[src/rtl/io_seq_monitor_pkg.sv]
// io_seq_monitor_pkg: FSM encoding and mode constants shared by
// the io_seq_monitor result-sequence checker and its timer.
package io_seq_monitor_pkg;

  typedef enum logic [2:0] {
    IDLE,
    WAIT_RDY,
    RUN,
    PASS,
    FAIL,
    TIMEOUT
  } state_t;

  localparam logic MODE_EVENTUAL = 1'b0;
  localparam logic MODE_STRICT   = 1'b1;

  // start is honoured only outside an active sequence
  function automatic logic can_arm(input state_t s);
    return (s == IDLE) || (s == PASS) ||
           (s == FAIL) || (s == TIMEOUT);
  endfunction

endpackage

[src/rtl/io_seq_timer.sv]
// io_seq_timer: per-step cycle counter with clear/enable and a
// programmable limit; a zero limit never expires.
module io_seq_timer
  import io_seq_monitor_pkg::*;
#(
  parameter int TO_W = 24
) (
  input  logic            i_clk,
  input  logic            i_rst_n,
  input  logic            i_clr,
  input  logic            i_en,
  input  logic [TO_W-1:0] i_limit,
  output logic            o_expired
);

  typedef logic [TO_W-1:0] cnt_t;
  localparam cnt_t LP_ONE = cnt_t'(1);

  cnt_t r_count;

  always_ff @(posedge i_clk or negedge i_rst_n) begin
    if (!i_rst_n) begin
      r_count <= '0;
    end else if (i_clr) begin
      r_count <= '0;
    end else if (i_en) begin
      r_count <= r_count + LP_ONE;
    end
  end

  assign o_expired = (i_limit != '0) &&
                     (r_count == i_limit);

endmodule

[src/rtl/io_seq_monitor.sv]
// io_seq_monitor: steps through a programmed list of expected bus
// values with per-step timeout. Strict mode: IO_SEQ_MONITOR_STRICT_EN.
module io_seq_monitor
  import io_seq_monitor_pkg::*;
#(
  parameter  int WIDTH = 16,
  parameter  int DEPTH = 16,
  parameter  int TO_W  = 24,
  localparam int AW    = $clog2(DEPTH)
) (
  input  logic             clock,
  input  logic             resetb,
  input  logic             cfg_we,
  input  logic [AW-1:0]    cfg_addr,
  input  logic [WIDTH-1:0] cfg_data,
  input  logic [AW:0]      cfg_len,
  input  logic [TO_W-1:0]  cfg_timeout,
  input  logic             cfg_strict,
  input  logic             start,
  input  logic             abort,
  input  logic             obs_ready,
  input  logic [WIDTH-1:0] obs_data,
  output logic             busy,
  output logic             pass,
  output logic             fail,
  output logic             timeout,
  output logic [AW:0]      step_idx,
  output logic [WIDTH-1:0] last_obs
);

  typedef logic [AW:0]   idx_t;
  typedef logic [AW-1:0] rd_t;

  localparam idx_t LP_DEPTH = idx_t'(DEPTH);
  localparam idx_t LP_ONE   = idx_t'(1);

  state_t           r_state;
  state_t           w_state_nxt;
  logic [WIDTH-1:0] r_exp [DEPTH];
  logic [WIDTH-1:0] r_obs_q;
  idx_t             r_step_idx;
  idx_t             r_len;
  logic [TO_W-1:0]  r_to;

  idx_t             w_len_clamp;
  idx_t             w_idx_inc;
  rd_t              w_rd;
  logic [WIDTH-1:0] w_exp_cur;
  logic             w_busy;
  logic             w_arm;
  logic             w_match;
  logic             w_adv;
  logic             w_fail;
  logic             w_mode;
  logic             w_strict;
  logic             w_chg;
  logic             w_dup;
  logic             w_expired;
  logic             w_tmr_clr;
  logic             w_tmr_en;

  assign w_busy = (r_state == WAIT_RDY) ||
                  (r_state == RUN);
  assign w_arm  = start && !abort &&
                  can_arm(r_state);

  assign w_len_clamp = (cfg_len > LP_DEPTH) ?
                       LP_DEPTH : cfg_len;
  assign w_idx_inc   = r_step_idx + LP_ONE;
  assign w_rd        = r_step_idx[AW-1:0];
  assign w_exp_cur   = r_exp[w_rd];
  assign w_match     = (r_obs_q == w_exp_cur);
  assign w_strict    = (w_mode == MODE_STRICT);

`ifdef IO_SEQ_MONITOR_STRICT_EN
  localparam rd_t LP_RD_ONE = rd_t'(1);

  logic             r_mode;
  logic             r_first;
  logic             r_adv_q;
  logic [WIDTH-1:0] r_obs_prev;
  rd_t              w_rd_prev;

  always_ff @(posedge clock or negedge resetb) begin
    if (!resetb) begin
      r_mode     <= MODE_EVENTUAL;
      r_first    <= 1'b0;
      r_adv_q    <= 1'b0;
      r_obs_prev <= '0;
    end else begin
      r_obs_prev <= r_obs_q;
      r_adv_q    <= w_adv;
      r_first    <= (r_state == WAIT_RDY) &&
                    (w_state_nxt == RUN);
      if (w_arm) begin
        r_mode <= cfg_strict ? MODE_STRICT
                             : MODE_EVENTUAL;
      end
    end
  end

  // a repeated entry is owed to the match just made, not to a new edge
  assign w_rd_prev = w_rd - LP_RD_ONE;
  assign w_mode    = r_mode;
  assign w_chg     = r_first ||
                     (r_obs_q != r_obs_prev);
  assign w_dup     = w_strict && r_adv_q &&
                     (r_step_idx != '0) &&
                     (w_exp_cur == r_exp[w_rd_prev]);
`else
  logic w_unused;

  assign w_mode   = MODE_EVENTUAL;
  assign w_chg    = 1'b1;
  assign w_dup    = 1'b0;
  assign w_unused = cfg_strict;
`endif

  always_comb begin
    w_state_nxt = r_state;
    w_adv       = 1'b0;
    w_fail      = 1'b0;
    if (abort) begin
      w_state_nxt = IDLE;
    end else if (w_arm) begin
      w_state_nxt = WAIT_RDY;
    end else begin
      unique case (r_state)
        WAIT_RDY: begin
          if (obs_ready) begin
            w_state_nxt = (r_len == '0) ? PASS : RUN;
          end
        end
        RUN: begin
          if (w_dup) begin
            w_adv = 1'b1;
          end else if (!w_strict || w_chg) begin
            w_adv  = w_match;
            w_fail = w_strict && !w_match;
          end
          // an advance beats a timer expiring in the same cycle
          if (w_adv) begin
            w_state_nxt = (w_idx_inc == r_len) ?
                          PASS : RUN;
          end else if (w_fail) begin
            w_state_nxt = FAIL;
          end else if (w_expired) begin
            w_state_nxt = TIMEOUT;
          end
        end
        default: ;
      endcase
    end
  end

  always_ff @(posedge clock or negedge resetb) begin
    if (!resetb) begin
      r_state    <= IDLE;
      r_obs_q    <= '0;
      r_step_idx <= '0;
      r_len      <= '0;
      r_to       <= '0;
    end else begin
      r_state <= w_state_nxt;
      r_obs_q <= obs_data;
      if (abort || w_arm) begin
        r_step_idx <= '0;
      end else if (w_adv) begin
        r_step_idx <= w_idx_inc;
      end
      if (w_arm) begin
        r_len <= w_len_clamp;
        r_to  <= cfg_timeout;
      end
    end
  end

  // expected list is plain storage, no reset
  always_ff @(posedge clock) begin
    if (cfg_we && !w_busy) begin
      r_exp[cfg_addr] <= cfg_data;
    end
  end

  assign w_tmr_clr = abort || w_arm || w_adv;
  assign w_tmr_en  = (r_state == RUN);

  io_seq_timer #(
    .TO_W (TO_W)
  ) u_timer (
    .i_clk     (clock),
    .i_rst_n   (resetb),
    .i_clr     (w_tmr_clr),
    .i_en      (w_tmr_en),
    .i_limit   (r_to),
    .o_expired (w_expired)
  );

  assign busy     = w_busy;
  assign pass     = (r_state == PASS);
  assign fail     = (r_state == FAIL);
  assign timeout  = (r_state == TIMEOUT);
  assign step_idx = r_step_idx;
  assign last_obs = r_obs_q;

endmodule

[config.mk]
export PLATFORM = sky130hd
export DESIGN_NAME = io_seq_monitor
export DESIGN_NICKNAME = d
export VERILOG_FILES = /design/src/rtl/io_seq_monitor_pkg.sv /design/src/rtl/io_seq_timer.sv /design/src/rtl/io_seq_monitor.sv
export SDC_FILE = /design/constraint.sdc
export NUM_CORES = 1
export LEC_CHECK = 0
export ABC_AREA = 0
export BUFFER_PORTS_ARGS = -buffer_cell sky130_fd_sc_hd__buf_2
export CAP_MARGIN = 40
export CORE_MARGIN = 8
export CORE_UTILIZATION = 48
export CTS_CLUSTER_DIAMETER = 100
export DETAILED_ROUTE_END_ITERATION = 8
export PLACE_DENSITY_LB_ADDON = 0.05
export SYNTH_ARGS = -nofsm -noshare
export SYNTH_HDL_FRONTEND = slang
export SYNTH_SLANG_ARGS = --single-unit
[constraint.sdc]
create_clock -name clock -period 9.55 [get_ports clock]
set_clock_uncertainty 0.1 [all_clocks]
set_input_delay 0.955 -clock clock [delete_from_list [all_inputs] [get_ports clock]]
set_output_delay 0.955 -clock clock [all_outputs]
set_load 0.005 [all_outputs]
==> run_results.csv, run 1 <==
group,metric,value,unit
synthesis,synth_async_sr_flop_share,0.2312,
final_layout,finalNonFillerCells,1382,
final_layout,layout-drive-gt1-share,0.2548,
power_and_ir_drop,swShare,0.2417,
setup_path,reg2reg_depth,9,
sta,finalMaxSlewViolations,0,
power_and_ir_drop,clkPwrFrac,0.384,
setup_path,crit_type,"reg2reg",
power_and_ir_drop,p_sw,0.8207,mW
placed_design,dpl_cell_area,0.01501,mm²
synthesis,synth_nets,923,
routing,dr_wl_met3,2.051,mm
sta,setup_violations,0,
global_route,antenna_found_initial,1,
setup_path,crit_path_cell_trace,"buf_4, mux4_1, mux2i_1, xor2_1, a21oi_1, a2111oi_1, nand4_1, a41oi_1, mux2_2",
sta,period_share,0.4982,
final_layout,regArea,0.009622,mm²
clock_network,ctsHoldBuffers,0,
setup_path,rr_endpoint,"r_state[0]",
clock_network,cts_buffers,36,
power_and_ir_drop,seqPwrFrac,0.517,
clock_network,clock_sinks,333,
sta,relSlewSlack,0.4195,
clock_network,worstSkewPairLatency,520,ps
setup_path,worst_path_dominant_cell_family,"multiplexers",
clock_network,cts.path.max_buffers,3,
placed_design,post-place-ws,4737,ps
setup_path,start_kind,"flop",
routing,wl_met1,14.24,mm
placed_design,place_congestion,0.8263,
floorplanning,rows,62,
clock_network,cts_setup_buffers,0,
global_route,grt_max_degree,49,
clock_network,cts_tree,"done",
global_route,grt_overflow,0,
global_route,gr-usage-all-layers,0.1895,
floorplanning,ios,97,
power_and_ir_drop,p_per_area,210.7,mW/mm²
final_layout,multi_input_area,0.004202,mm²
setup_path,rr_startpoint,"step_idx[0]",
synthesis,syn_inst,849,
sta,finalCriticalPeriod,4758,ps
synthesis,synth-edff-count,256,
sta,fmax,210.2,MHz
routing,first_iter_violations,645,
floorplanning,die_y,186.9,µm
synthesis,synth_mux_area_frac,0.1398,
routing,routed_wl,33.31,mm
status,outcome,"completed",
synthesis,synth_top_family_by_area,"multiplexers",
sta,timing.hold.ws,332.1,ps
hold_path,hold_class,"in2async",
setup_path,end_kind,"flop",
setup_path,cp.arrival,5060,ps
routing,dr_wl_met2,15.97,mm
power_and_ir_drop,peakVddDrop,0.1483,mV
synthesis,syn_avg_cell_area,16.52,µm²
synthesis,synth_compound_area_frac,0.04764,
power_and_ir_drop,combPwrFrac,0.100,
clock_network,path_clk_slew,60,ps
placed_design,hpwl,21.29,mm
routing,viasPerCell,5.776,
sta,fin_ws,4792,ps
final_layout,fill_cells,2301,
synthesis,synthesis.area,0.01403,mm²
final_layout,synthToLayoutAreaGrowth,14.90,%
placed_design,placedCellCount,1316,
power_and_ir_drop,leakage,5.585,nW
placed_design,place.port_buffers,95,
synthesis,synth_flop_cell,"edfxtp_1",
synthesis,synth_xor_xnor_area_share,0.04059,
sta,rsz0062_at_grt,"false",
floorplanning,die_x,186.9,µm
routing,via_count,7982,
synthesis,ys_warn_count,0,
clock_network,cts_max_level,2,
synthesis,synth_cell_types,65,
setup_path,reg2reg_slack,4790,ps
global_route,grt_pass1_wl,50.87,mm
final_layout,fin_area,0.01612,mm²
setup_path,crit_buf_inv,1,
synthesis,synth_adder_area_share,0.001784,
sta,finalSetupTns,0,ps
clock_network,post_cts_resized,0,
routing,drt-wirelength-per-cell,24.10,µm
synthesis,yosysSeqAreaShare,0.6855,
sta,hold_viol,0,
floorplanning,core-area,0.02878,mm²
global_route,grt_pass1_vias,8513,
synthesis,synthSimpleGateAreaFrac,0.06619,
final_layout,nNetsFinal,1044,
synthesis,ys_ff_latch,333,
power_and_ir_drop,p_int,2.575,mW
routing,dr.pass1.iters,5,
routing,drcViolationCount,0,
setup_path,worst-path-max-fanout,48,
floorplanning,dieArea,0.03495,mm²
job,cap_viol_max_count,0,
setup_path,crit_slowest_cell,"buf_4",
routing,antenna_left,0,
floorplanning,initial_core_util,0.4873,
setup_path,cp.required,9850,ps
sta,worst_pin_slew,870.7,ps
routing,top_layer,"met4",
clock_network,root_buffer,"clkbuf_16",
setup_path,cpPeakStageDelay,750,ps
## state kept, by name, indices dropped and copies added, names as in the netlist
name and count:
last_obs 16, r_exp 256, r_len 5, r_state 3
r_to 24, step_idx 5, u_timer.r_count 24
## worst reg2reg max path, delay by kind of cell (launching register included)
kind,cells,cell delay [ps]
and+or+nand+nor,1,570
xor gates and xnor gates,1,170
AOI/OAI and AO/OA,3,1110
muxes,3,1280
buffers and inverters,1,770
DFF,1,640
## kinds of logic (layout without fill, tap and decap cells)
kind of cell,after synthesis,count (layout)
compound gates,96,96
simple gates,180,180
buf+inv,46,194
fa+ha+maj,2,2
flops,333,333
mux,127,127
other cells,0,1
xor+xnor,65,65
## power groups by stage
stage          combinational, mW  sequential [mW]  clock (mW)
2_1_floorplan              0.236             1.75           0
3_3_place_gp               0.328             1.78           0
3_5_place_dp               0.339             1.78           0
4_1_cts                    0.341             1.76        1.33
5_1_grt                    0.371             1.77        1.40
6_report                   0.338             1.75        1.30
## how the worst max path moves through the flow
stage	cells after the start	endpoint	slack [ps]	startpoint
2_1_floorplan	10	r_state[0]	6400	step_idx[0]
3_3_place_gp	9	r_state[0]	4820	step_idx[0]
3_5_place_dp	9	r_state[0]	4740	step_idx[0]
4_1_cts	9	r_state[0]	4710	step_idx[0]
5_1_grt	9	step_idx[3]	4560	step_idx[0]
6_report	9	r_state[0]	4790	step_idx[0]
## layout make-up
type                       count  share of cell area
tap                          384             0.02981
antenna                        1           0.0001553
clock inverter                23             0.01126
timing repair buffer         118             0.04115
clock buffer                  42             0.05730
multi-input combinational    470              0.2607
inverter                      11            0.002562
sequential                   333              0.5970
## layer usage
layer / track usage / vias up
met3: 0.03822 / 66
li1: - / 3565
met2: 0.3151 / 280
met5: 0 / -
met4: 0.06384 / 0
met1: 0.2464 / 4071
## placed cells by master (no fill, tap or decap), drive strengths merged, types with 12 or more instances in the layout
| cell | synthesis | layout |
|---|---|---|
| edfxtp | 256 | 256 |
| buf | 23 | 118 |
| dfrtp | 77 | 77 |
| nor2 | 53 | 53 |
| mux2i | 47 | 47 |
| mux4 | 47 | 47 |
| xnor2 | 46 | 46 |
| clkbuf | 12 | 42 |
| nand2 | 33 | 33 |
| mux2 | 33 | 33 |
| a21oi | 21 | 21 |
| clkinv | 1 | 20 |
| xor2 | 19 | 19 |
| a22oi | 17 | 17 |
| o21ai | 16 | 16 |
| nor4 | 13 | 13 |
| nand2b | 12 | 12 |
| inv | 10 | 12 |
| nor3 | 12 | 12 |
## synth_stat cells (4+ instances only)
library cell  number  area [µm²]
a221oi_1           4       35.03
nor3_1            12       60.06
nand2_1           33       123.9
xor2_1            19       166.4
and3_1            10       62.56
mux4_2            31       698.2
nor4_1            11       68.82
a21oi_1           21       105.1
a22oi_1           17       127.6
edfxtp_1         256        7687
buf_2             14       70.07
nand3_1            7       35.03
mux2_2            33       371.6
nand4_1           11       68.82
and2_1             5       31.28
inv_1             10       37.54
xnor2_1           46       402.9
o21ai_0           16       80.08
nand2b_1          12       75.07
clkbuf_1          12       45.04
nor2b_1            5       31.28
nor2_1            53       198.9
mux2i_1           47       470.5
dfrtp_1           77        1927
or3_1              5       31.28
mux4_1            16       420.4
## through the flow
step / utilization / power, mW
after floorplan: - / 1.984
after global placement: 0.5208 / 2.107
after detailed placement: 0.5215 / 2.122
after CTS: 0.5599 / 3.427
after global routing: 0.5600 / 3.534
final: 0.5600 / 3.395
Power figures use the tool's default switching activity.
==> inputs of run 2 (changes only) <==
- clock period: 9.55 -> 4.52 ns (I/O delays scaled with it)
==> run_results.csv, run 2 (synthesis gave the netlist of run 1 again) <==
group,metric,value,unit
setup_path,rr_startpoint,"step_idx[0]",
setup_path,cp.required,4850,ps
power_and_ir_drop,leakage,5.777,nW
global_route,grt_pass1_vias,8438,
global_route,grt_max_degree,44,
placed_design,hpwl,21.42,mm
floorplanning,ios,97,
routing,viasPerCell,5.737,
sta,finalSetupTns,0,ps
hold_path,hold_start,"cfg_timeout[20]",
setup_path,worst-path-max-fanout,42,
global_route,grt_pass1_wl,50.76,mm
global_route,antenna_found_initial,1,
final_layout,n_antenna_cell,0,
routing,via_count,8084,
hold_path,hold_class,"in2reg",
final_layout,layout_commonest_cell,"edfxtp_1",
clock_network,cts.path.max_buffers,3,
placed_design,dpl_cell_area,0.01507,mm²
clock_network,cts_max_level,2,
setup_path,crit_start,"step_idx[0]",
routing,dr.pass1.iters,5,
sta,fin_ws,448.1,ps
final_layout,synthToLayoutAreaGrowth,17.83,%
final_layout,nNetsFinal,1070,
routing,routed_wl,33.68,mm
status,outcome,"completed",
floorplanning,initial_core_util,0.4873,
clock_network,cts_buffers,37,
sta,hold_viol,0,
clock_network,post_cts_resized,0,
setup_path,cp.arrival,4410,ps
clock_network,cts_tree,"done",
floorplanning,die_y,186.9,µm
job,cap_viol_max_count,0,
floorplanning,die_x,186.9,µm
sta,rsz0062_at_grt,"false",
routing,drcViolationCount,0,
sta,fmax,245.6,MHz
placed_design,post-place-ws,473.7,ps
routing,drt-wirelength-per-cell,23.90,µm
placed_design,place_congestion,0.8174,
final_layout,final_cell_mix,"edfxtp_1 (256), buf_2 (94), dfrtp_1 (75), mux2i_1 (47), xnor2_1 (46)",
floorplanning,dieArea,0.03495,mm²
sta,relSlewSlack,0.4142,
sta,finalMaxSlewViolations,0,
sta,setup_violations,0,
power_and_ir_drop,p_per_area,460.4,mW/mm²
clock_network,worstSkewPairLatency,530,ps
power_and_ir_drop,peakVddDrop,0.3577,mV
final_layout,layout-drive-gt1-share,0.2615,
final_layout,largest_register,"r_exp",
clock_network,root_buffer,"clkbuf_16",
sta,period_share,0.9009,
final_layout,top_regs,"r_exp x256, r_to x24, u_timer.r_count x24",
routing,antenna_left,0,
final_layout,fin_area,0.01653,mm²
placed_design,place.port_buffers,95,
final_layout,largest_reg_flops,256,
setup_path,crit_type,"reg2reg",
clock_network,path_clk_slew,60,ps
global_route,grt_overflow,0,
setup_path,end_kind,"flop",
setup_path,reg2reg_slack,450,ps
floorplanning,core-area,0.02878,mm²
global_route,gr-usage-all-layers,0.1909,
setup_path,start_kind,"flop",
routing,first_iter_violations,595,
clock_network,clock_sinks,333,
floorplanning,rows,62,
sta,worst_pin_slew,878.6,ps
sta,finalCriticalPeriod,4072,ps
[run 2: cell count changes in the layout (fill, tap and decap cells not counted), sizes merged, moves of 4 or more]
cell	previous run	this run
clkbuf	42	46
dlygate4sd3	0	17
buf	118	126
clkinv	20	11
bufinv	2	8
[run 2: worst max-delay path, cell delays in order, from the launching register on]
cell	delay, ps
dfrtp_4	980
buf_4	350
mux4_1	570
mux2i_1	250
nor2_1	80
o31a_1	320
nor4_2	300
nand4_1	180
buf_4	230
or4_1	460
a21oi_1	150
[run 2: path summary, 6_finish.rpt]
path	endpoint	depth (start not counted)
min reg2reg	r_len[2]	2
max reg2reg	step_idx[4]	10
max	step_idx[4]	10
max in group asynchronous	u_timer.r_count[10]	3
min	r_to[20]	2
min in group asynchronous	r_to[16]	2
[run 2: final cells by class]
type	instances	area, µm²
fillers	2269	12250
flip-flops and latches	333	9622
multi-input cells	470	4202
clock buffers	46	959.7
repair buffers	143	893.4
well taps	384	480.5
clock inverters	22	329.1
inverters	11	41.29
[run 2: layer usage]
layer	global-route usage	vias to the layer above	wire (µm)
met5	0	-	8
met4	0.05987	2	920
met3	0.04083	69	1863
met2	0.3163	252	16250
met1	0.2494	4134	14630
li1	-	3627	-
[run 2: metrics by stage]
stage	total power, mW	hold WS [ps]	util	cells
final	7.609	69.33	0.5743	1409
after global routing	7.898	63.21	0.5743	1409
after global placement	4.453	392.9	0.5236	1324
after CTS	7.688	46.93	0.5743	1409
after detailed placement	4.487	404.5	0.5236	1324
after floorplan	4.192	56.41	-	849
[run 2: repair_timing]
action / in CTS / in global routing
endpoints found under the hold margin: 58 / 0
buffers inserted: 0 / 0
hold buffers: 17 / 0
[run 2: power by group]
group          leakage [nW]  internal (mW)  switching [mW]
logic                  1.87          0.347           0.381
registers              3.28           3.52           0.189
clock network         0.626           1.98            1.20
==> inputs of run 3 (changes only) <==
- CORE_ASPECT_RATIO: default -> 1.2
==> run_results.csv, run 3 (synthesis gave the netlist of run 1 again) <==
group,metric,value,unit
power_and_ir_drop,peakVddDrop,0.2961,mV
global_route,grt_pass1_wl,52.82,mm
clock_network,cts_max_level,2,
power_and_ir_drop,finalPower,7.104,mW
clock_network,cts.path.max_buffers,3,
setup_path,end_kind,"flop",
sta,finalSetupTns,0,ps
sta,fmax,239.5,MHz
clock_network,cts_setup_buffers,0,
setup_path,crit_path_cell_trace,"buf_4, nor2b_1, a22oi_1, a31oi_1, a2bb2oi_1, a2111oi_1, nand4_1, buf_4, a41oi_1, mux2_2",
global_route,grt_max_degree,53,
sta,rsz0062_at_grt,"false",
status,outcome,"completed",
clock_network,post_cts_resized,0,
clock_network,cts_tree,"done",
setup_path,cp.arrival,4460,ps
placed_design,hpwl,23.03,mm
power_and_ir_drop,leakage,5.697,nW
setup_path,crit_slowest_cell,"a2111oi_1",
sta,worst_pin_slew,846.2,ps
routing,viasPerCell,5.825,
global_route,antenna_found_initial,0,
floorplanning,dieArea,0.03497,mm²
floorplanning,die_x,172.0,µm
floorplanning,ios,97,
setup_path,worst_path_dominant_cell_family,"compound AO/OA/AOI/OAI gates",
sta,hold_viol,0,
final_layout,synthToLayoutAreaGrowth,16.47,%
job,cap_viol_max_count,0,
power_and_ir_drop,p_per_area,434.9,mW/mm²
clock_network,ctsHoldBuffers,17,
setup_path,crit_buf_inv,2,
routing,dr_wl_met3,2.083,mm
routing,antenna_left,0,
final_layout,nNetsFinal,1074,
routing,wl_met1,14.31,mm
final_layout,layout_commonest_cell,"edfxtp_1",
clock_network,cts_buffers,36,
final_layout,layout-drive-gt1-share,0.2588,
setup_path,cp.required,4810,ps
placed_design,place_congestion,0.8591,
routing,dr.pass1.iters,5,
final_layout,largest_register,"r_exp",
setup_path,reg2reg_slack,340,ps
setup_path,cpPeakStageDelay,710,ps
sta,relSlewSlack,0.4353,
setup_path,worst-path-max-fanout,24,
final_layout,largest_reg_flops,256,
global_route,grt_overflow,0,
routing,via_count,8207,
routing,drt-wirelength-per-cell,24.76,µm
floorplanning,die_y,203.3,µm
global_route,gr-usage-all-layers,0.2024,
sta,finalCriticalPeriod,4175,ps
clock_network,worstSkewPairLatency,520,ps
clock_network,clock_sinks,333,
floorplanning,initial_core_util,0.4877,
setup_path,start_kind,"flop",
placed_design,place.port_buffers,95,
floorplanning,core-area,0.02876,mm²
setup_path,cpMostUsedCell,"buf_4",
final_layout,top_regs,"r_exp x256, r_to x24, u_timer.r_count x24",
clock_network,path_clk_slew,60,ps
routing,top_layer,"met4",
final_layout,final_cell_mix,"edfxtp_1 (256), buf_2 (94), dfrtp_1 (75), mux2i_1 (47), xnor2_1 (46)",
global_route,grt_pass1_vias,8746,
sta,setup_violations,0,
setup_path,crit_type,"reg2reg",
sta,period_share,0.9238,
routing,dr_wl_met2,17.73,mm
sta,finalMaxSlewViolations,0,
routing,first_iter_violations,618,
final_layout,n_antenna_cell,0,
clock_network,root_buffer,"clkbuf_16",
routing,routed_wl,34.89,mm
hold_path,hold_class,"in2reg",
routing,drcViolationCount,0,
floorplanning,rows,68,
## run 3: cell types whose count changed in the layout (fill, tap and decap cells not counted), sizes merged
cell | previous run | this run
bufinv | 8 | 1
clkbuf | 46 | 48
inv | 13 | 11
clkinv | 11 | 13
buf | 126 | 131
clkinvlp | 1 | 0
## run 3: cell type report
type,count,area [µm²]
Clock inverter,14,105.1
Sequential cell,333,9622
Clock buffer,48,945.9
Tap cell,385,481.7
Inverter,11,41.29
Multi-Input combinational cell,470,4202
Timing Repair Buffer,148,938.4
Fill cell,2337,12420
## run 3: metal layers
metal | global-route usage | up-vias
li1 | - | 3632
met1 | 0.2555 | 4260
met2 | 0.3523 | 259
met3 | 0.03424 | 56
met4 | 0.05890 | 0
met5 | 0 | -
## run 3: worst reg2reg max path, cell delays in order (launching register included)
cell,delay [ps]
dfrtp_4,670
buf_4,320
nor2b_1,520
a22oi_1,220
a31oi_1,270
a2bb2oi_1,100
a2111oi_1,710
nand4_1,290
buf_4,250
a41oi_1,250
mux2_2,360
## run 3: final timing paths
kind,from,endpoint,cells after the start
max,step_idx[0],r_state[0],10
min,cfg_timeout[22],r_to[22],2
max reg2reg,step_idx[0],r_state[0],10
min reg2reg,r_to[2],r_to[2],1
max in group asynchronous,resetb,step_idx[1],3
min in group asynchronous,resetb,r_to[13],2
## run 3: power breakdown
group / switching (mW) / internal, mW / leakage (nW)
combinational: 0.384 / 0.348 / 1.90
sequential: 0.194 / 3.52 / 3.28
clock: 1.13 / 1.53 / 0.517
total: 1.71 / 5.39 / 5.70
## run 3: through the flow
stage,hold slack [ps],cell area (µm²),instances,setup slack (ps),util
2_1_floorplan,56.41,14030,849,1370,-
3_3_place_gp,421.6,15090,1328,507.4,0.5248
3_5_place_dp,446.0,15110,1330,377.1,0.5256
4_1_cts,61.98,16340,1409,362.3,0.5680
5_1_grt,73.55,16340,1409,244.2,0.5680
6_report,77.84,16340,1409,344.6,0.5680
